<file path="src/rtl/jump_controller_if.sv">
// Player-side signal bundle for the jump controller.
//
// Handshake: a jump request is the rising edge of jump_req (a level held high
// produces one request). The controller answers an accepted request with a
// one-cycle jump_ack pulse; rejected requests get no answer. pause is a level
// that freezes motion and drops requests while high. ball_height, phase,
// airborne and landed are status outputs valid every cycle.
interface jump_controller_if #(
    parameter int H_W = 3
);
    logic           jump_req;
    logic           pause;
    logic [H_W-1:0] ball_height;
    logic [1:0]     phase;
    logic           airborne;
    logic           jump_ack;
    logic           landed;

    // Game/input logic side
    modport master (
        output jump_req,
        output pause,
        input  ball_height,
        input  phase,
        input  airborne,
        input  jump_ack,
        input  landed
    );

    // Controller side
    modport slave (
        input  jump_req,
        input  pause,
        output ball_height,
        output phase,
        output airborne,
        output jump_ack,
        output landed
    );
endinterface

</file>
<file path="src/rtl/jump_controller.sv">
// Ball vertical-motion sequencer: GROUND -> RISE -> APEX -> FALL driven by a
// prescaled game tick. A jump edge close to landing is buffered and launches
// the next jump on the landing tick.
// Optional build macro JUMP_CTRL_DOUBLE_JUMP_EN adds one mid-air re-jump per
// flight (from APEX, or from FALL above the buffer height).
// The FSM state is visible directly on bus.phase.
module jump_controller #(
    parameter int TICK_LOG2  = 23,
    parameter int H_W        = 3,
    parameter int MAX_H      = 5,
    parameter int APEX_TICKS = 1,
    parameter int BUF_H      = 1
) (
    input  logic               clk,
    input  logic               rst,
    jump_controller_if.slave   bus
);

    localparam int AW = (APEX_TICKS < 2) ? 1 : $clog2(APEX_TICKS + 1);
    localparam logic [H_W-1:0] MAX_HV    = H_W'(MAX_H);
    localparam logic [H_W-1:0] BUF_HV    = H_W'(BUF_H);
    localparam logic [AW-1:0]  APEX_INIT = AW'(APEX_TICKS);

    typedef enum logic [1:0] {
        S_GROUND = 2'd0,
        S_RISE   = 2'd1,
        S_APEX   = 2'd2,
        S_FALL   = 2'd3
    } state_t;

    state_t               state, state_n;
    logic [H_W-1:0]       height, height_n;
    logic [AW-1:0]        apex_cnt, apex_n;
    logic                 pending, pending_n;
    logic                 ack, ack_n;
    logic                 land, land_n;
    logic                 jump_q;
    logic [TICK_LOG2-1:0] presc;

`ifdef JUMP_CTRL_DOUBLE_JUMP_EN
    logic                 double_used, double_n;
`endif

    logic           tick;
    logic           jump_edge;
    logic           buf_edge;
    logic [H_W-1:0] h_up;
    logic [H_W-1:0] h_dn;

    // Pause suppresses both the tick and any request edge.
    assign tick      = (presc == '1) && !bus.pause;
    assign jump_edge = bus.jump_req && !jump_q && !bus.pause;
    assign buf_edge  = jump_edge && (height <= BUF_HV);

    // Saturating neighbours keep height inside 0..MAX_H.
    assign h_up = (height >= MAX_HV) ? MAX_HV : height + H_W'(1);
    assign h_dn = (height == '0) ? '0 : height - H_W'(1);

    // Prescaler, edge-detect history and all FSM/output registers.
    always_ff @(posedge clk) begin
        if (rst) begin
            state    <= S_GROUND;
            height   <= '0;
            apex_cnt <= '0;
            pending  <= 1'b0;
            ack      <= 1'b0;
            land     <= 1'b0;
            jump_q   <= 1'b1;
            presc    <= '0;
`ifdef JUMP_CTRL_DOUBLE_JUMP_EN
            double_used <= 1'b0;
`endif
        end else begin
            state    <= state_n;
            height   <= height_n;
            apex_cnt <= apex_n;
            pending  <= pending_n;
            ack      <= ack_n;
            land     <= land_n;
            jump_q   <= bus.jump_req;
            if (!bus.pause) begin
                presc <= presc + TICK_LOG2'(1);
            end
`ifdef JUMP_CTRL_DOUBLE_JUMP_EN
            double_used <= double_n;
`endif
        end
    end

    // Next-state, next-height and event pulses for the trajectory FSM.
    always_comb begin
        state_n   = state;
        height_n  = height;
        apex_n    = apex_cnt;
        pending_n = pending;
        ack_n     = 1'b0;
        land_n    = 1'b0;
`ifdef JUMP_CTRL_DOUBLE_JUMP_EN
        double_n  = double_used;
`endif

        case (state)
            S_GROUND: begin
                // A tick in the launch cycle does not move the ball.
                if (jump_edge) begin
                    state_n = S_RISE;
                    ack_n   = 1'b1;
                end
            end

            S_RISE: begin
                if (tick) begin
                    height_n = h_up;
                    // Also covers a re-rise that starts at the apex height.
                    if (h_up == MAX_HV) begin
                        if (APEX_TICKS == 0) begin
                            state_n = S_FALL;
                        end else begin
                            state_n = S_APEX;
                            apex_n  = APEX_INIT;
                        end
                    end
                end
            end

            S_APEX: begin
`ifdef JUMP_CTRL_DOUBLE_JUMP_EN
                if (jump_edge && !double_used) begin
                    state_n  = S_RISE;
                    ack_n    = 1'b1;
                    double_n = 1'b1;
                end else
`endif
                if (tick) begin
                    if (apex_cnt <= AW'(1)) begin
                        apex_n  = '0;
                        state_n = S_FALL;
                    end else begin
                        apex_n  = apex_cnt - AW'(1);
                    end
                end
            end

            S_FALL: begin
`ifdef JUMP_CTRL_DOUBLE_JUMP_EN
                if (jump_edge && !buf_edge && !double_used) begin
                    state_n  = S_RISE;
                    ack_n    = 1'b1;
                    double_n = 1'b1;
                end else
`endif
                begin
                    if (buf_edge) begin
                        pending_n = 1'b1;
                    end
                    if (tick) begin
                        height_n = h_dn;
                        if (h_dn == '0) begin
                            land_n = 1'b1;
`ifdef JUMP_CTRL_DOUBLE_JUMP_EN
                            double_n = 1'b0;
`endif
                            // An edge on the landing tick itself is consumed here.
                            if (pending || buf_edge) begin
                                state_n   = S_RISE;
                                ack_n     = 1'b1;
                                pending_n = 1'b0;
                            end else begin
                                state_n   = S_GROUND;
                            end
                        end
                    end
                end
            end

            default: begin
                state_n = S_GROUND;
            end
        endcase
    end

    assign bus.ball_height = height;
    assign bus.phase       = state;
    assign bus.airborne    = (state != S_GROUND);
    assign bus.jump_ack    = ack;
    assign bus.landed      = land;

endmodule

</file>
<file path="src/flat_wrapper.sv">
// flat-port wrapper written by rule: the top's interface ports become plain ports
module jump_controller_flat 
#(
    parameter int TICK_LOG2  = 23,
    parameter int H_W        = 3,
    parameter int MAX_H      = 5,
    parameter int APEX_TICKS = 1,
    parameter int BUF_H      = 1
)
  (clk, rst, bus_jump_req, bus_pause, bus_ball_height, bus_phase, bus_airborne, bus_jump_ack, bus_landed);
  jump_controller_if #(.H_W(H_W)) bus_i ();
  input  logic clk;
  input  logic rst;
  input wire logic [$bits(bus_i.jump_req)-1:0] bus_jump_req;
  input wire logic [$bits(bus_i.pause)-1:0] bus_pause;
  output wire logic [$bits(bus_i.ball_height)-1:0] bus_ball_height;
  output wire logic [$bits(bus_i.phase)-1:0] bus_phase;
  output wire logic [$bits(bus_i.airborne)-1:0] bus_airborne;
  output wire logic [$bits(bus_i.jump_ack)-1:0] bus_jump_ack;
  output wire logic [$bits(bus_i.landed)-1:0] bus_landed;
  assign bus_i.jump_req = bus_jump_req;
  assign bus_i.pause = bus_pause;
  assign bus_ball_height = bus_i.ball_height;
  assign bus_phase = bus_i.phase;
  assign bus_airborne = bus_i.airborne;
  assign bus_jump_ack = bus_i.jump_ack;
  assign bus_landed = bus_i.landed;
  jump_controller #(.TICK_LOG2(TICK_LOG2), .H_W(H_W), .MAX_H(MAX_H), .APEX_TICKS(APEX_TICKS), .BUF_H(BUF_H)) u_core (.clk(clk), .rst(rst), .bus(bus_i));
endmodule
</file>
<file path="config.mk">
export PLATFORM = sky130hd
export DESIGN_NAME = jump_controller_flat
export DESIGN_NICKNAME = d
export VERILOG_FILES = /design/src/rtl/jump_controller_if.sv /design/src/rtl/jump_controller.sv /design/src/flat_wrapper.sv
export SDC_FILE = /design/constraint.sdc
export NUM_CORES = 1
export LEC_CHECK = 0
export ABC_AREA = 1
export BUFFER_PORTS_ARGS = -buffer_cell sky130_fd_sc_hd__clkbuf_2
export CAP_MARGIN = 20
export CELL_PAD_IN_SITES_DETAIL_PLACEMENT = 0
export CELL_PAD_IN_SITES_GLOBAL_PLACEMENT = 1
export CORE_MARGIN = 2
export CORE_UTILIZATION = 43
export CTS_CLUSTER_DIAMETER = 200
export DETAILED_ROUTE_END_ITERATION = 16
export PLACE_DENSITY_LB_ADDON = 0.1
export REMOVE_ABC_BUFFERS = 1
export SLEW_MARGIN = 5
export SYNTH_ARGS = -nofsm -noshare
export SYNTH_HDL_FRONTEND = slang
export SYNTH_SLANG_ARGS = --single-unit
</file>
<file path="constraint.sdc">
create_clock -name clk -period 2.4 [get_ports clk]
set_clock_uncertainty 0.05 [all_clocks]
set_input_delay 0.6 -clock clk [delete_from_list [all_inputs] [get_ports clk]]
set_output_delay 0.6 -clock clk [all_outputs]
set_load 0.05 [all_outputs]
</file>
==> results.ini <==
[layout]
fin_util = 0.491
final_area_um2 = 1930
nets = 281
n_antenna_cell = 0
most-common-layout-cells = nand2_1, nor2_1, inv_1, dfxtp_1, o21ai_0
drive_above_1_share = 0.109
areaGrowthSynthToFinish_pct = 11.9
layout_commonest_cell = nand2_1
finalNonFillerCells = 317

[drt]
drt_iter0_drc = 71
drc = 0
met3_length_um = 74
first_pass_iters = 4
vias = 1485
met1_length_um = 1810
drt-total-wl_um = 3340
routed_via_density = 4.68
dr.max_layer_used = met4
route.met2.wl_um = 1400
antenna_left = 0
wl_per_cell_um = 10.5

[timing]
grt_setup_unrepaired = false
slew-limit-headroom = 0.592
fmaxAchievable_mhz = 494
postLayoutSetupSlackWorst_ns = 0.376
tightest_slew_ns = 0.612
slew_viol_final = 0
hold_viol = 0
finalCritPeriodShare = 0.844
layout_min_cycle_time_ns = 2.02
whs_ns = 0.415
fin_tns_setup_ns = 0
finalSetupViolations = 0

[setup_path]
slowest_stage = dfxtp_1
max_stage_delay_ns = 0.38
cp_top_family = buffers and inverters
arrival_ns = 1.37
worstPathCellList = inv_1 > ha_1 > inv_1 > clkbuf_2
crit_type = register to output pin
endpoint_kind = output pin
crit_fanout = 6
cp-start-kind = register
worstPathBufferInverterCount = 3
cp.required_ns = 1.75
cpMostUsedCell = inv_1

[pwr]
leakagePower_nw = 0.813
clkPwrFrac = 0.348
p_seq_frac = 0.461
internal_power_mw = 0.846
combinationalPowerShare = 0.191
p_sw_mw = 0.370
power.total_mw = 1.22
vdd_drop_max_mv = 0.401
p_per_area_nw_per_um2 = 629
swShare = 0.304

[global_routing]
grt_pass1_vias = 1305
grt_start_max_net_pins = 24
antenna_found_initial = 0
gr-usage-all-layers = 0.166
grt_pass1_wl_um = 5620
overflow = 0

[cts]
cts_made_buffers = 5
post-cts-setup-buffers = 0
cts_sinks = 32
cts-root-buf = clkbuf_8
cts_hold_buffers = 0
cts_tree = yes
clk_pin_slew_worst_paths_ns = 0.06
worst_skew_pair.late_latency_ns = 0.28
cts_buffer_depth = 2
cts_htree_levels = 2
cts-resized-gates = 0

[synth]
ys_warn_count = 0
ys_ff_latch = 32
yosys.area.top_type = dfxtp_1
synthDistinctLibCells = 24
yosysSeqAreaShare = 0.371
synth_top_area_share = 0.371
syn_area_um2 = 1730
syn_inst = 250
avgSynthCellArea_um2 = 6.91
ys_top_cells_by_area = dfxtp_1, nand2_1, ha_1

[floorplan]
die_w_um = 67.4
core-area_um2 = 3940
io_pins = 12
die_y_um = 67.4
fp.dieArea_um2 = 4540
start_util = 0.438
rows = 23

[placement]
dp.cells = 309
place_ws_ns = 0.359
place_area_um2 = 1840
port_buffers = 11
dp_hpwl_um = 2570
routabilityCongestion = 0.826

[run]
cap_viol_max_count = 0

[run_status]
outcome = completed

[hold_path]
hp-class = register to register

[worst min-delay path: stages, from the launching register on]
cell and delay, ns:
dfxtp_1 0.33, inv_1 0.05, a21oi_1 0.05
[power by group through the flow]
stage / clock network, mW / logic, mW / registers [mW]
6_report: 0.423 / 0.232 / 0.561
5_1_grt: 0.456 / 0.266 / 0.562
4_1_cts: 0.441 / 0.234 / 0.561
3_5_place_dp: 0 / 0.234 / 0.573
3_3_place_gp: 0 / 0.236 / 0.573
2_1_floorplan: 0 / 0.145 / 0.608
[registers in the layout (all words and copies together) (netlist names)]
name	count
u_core.jump_q	1
u_core.bus.jump_ack	1
u_core.bus.ball_height	3
u_core.bus.landed	1
u_core.bus.phase	2
u_core.presc	23
u_core.pending	1
[synth_stat cells]
cell	n
nand3_2	2
dfxtp_1	32
nor3_4	1
clkbuf_1	3
or2_2	1
inv_1	34
xnor2_1	1
ha_1	11
nor2_2	1
a21oi_1	22
nand2_1	51
nor3_1	6
inv_2	1
buf_2	1
nor2_1	35
nand4_1	5
o21ai_0	24
nand2_2	1
xor2_1	2
nor2_4	2
nand2_4	1
mux2i_1	1
o21bai_1	1
nand3_1	11
[final timing paths]
kind	from	end	slack (ns)	cells after the start
worst max-delay path	u_core.bus.phase[0]	bus_airborne	0.38	4
worst min-delay path	u_core.presc[4]	u_core.presc[4]	0.41	2
worst max register to register	u_core.bus.ball_height[0]	u_core.bus.phase[0]	0.42	12
worst min register to register	u_core.presc[4]	u_core.presc[4]	0.41	2
[kinds of logic after synthesis]
kind of cell,share of synthesized area
and+or+nand+nor,0.306
AOI/OAI and AO/OA,0.138
buffers and inverters,0.0854
DFF,0.371
adders and majority gates,0.0797
xor gates and xnor gates,0.0152
muxes,0.00579
[metal layers]
metal  track usage  vias to the layer above
li1              -                      831
met1         0.224                      638
met2         0.250                       10
met3        0.0500                        6
met4        0.0612                        0
met5             0                        -
[cell type report]
| cell class | instances | area [um^2] |
|---|---|---|
| Tap cell | 50 | 62.6 |
| Sequential cell | 32 | 641 |
| Multi-Input combinational cell | 179 | 940 |
| Timing Repair Buffer | 13 | 70.1 |
| Clock buffer | 8 | 90.1 |
| Fill cell | 430 | 2010 |
| Inverter | 35 | 131 |
Note: power is estimated with default switching activity, not from simulation.
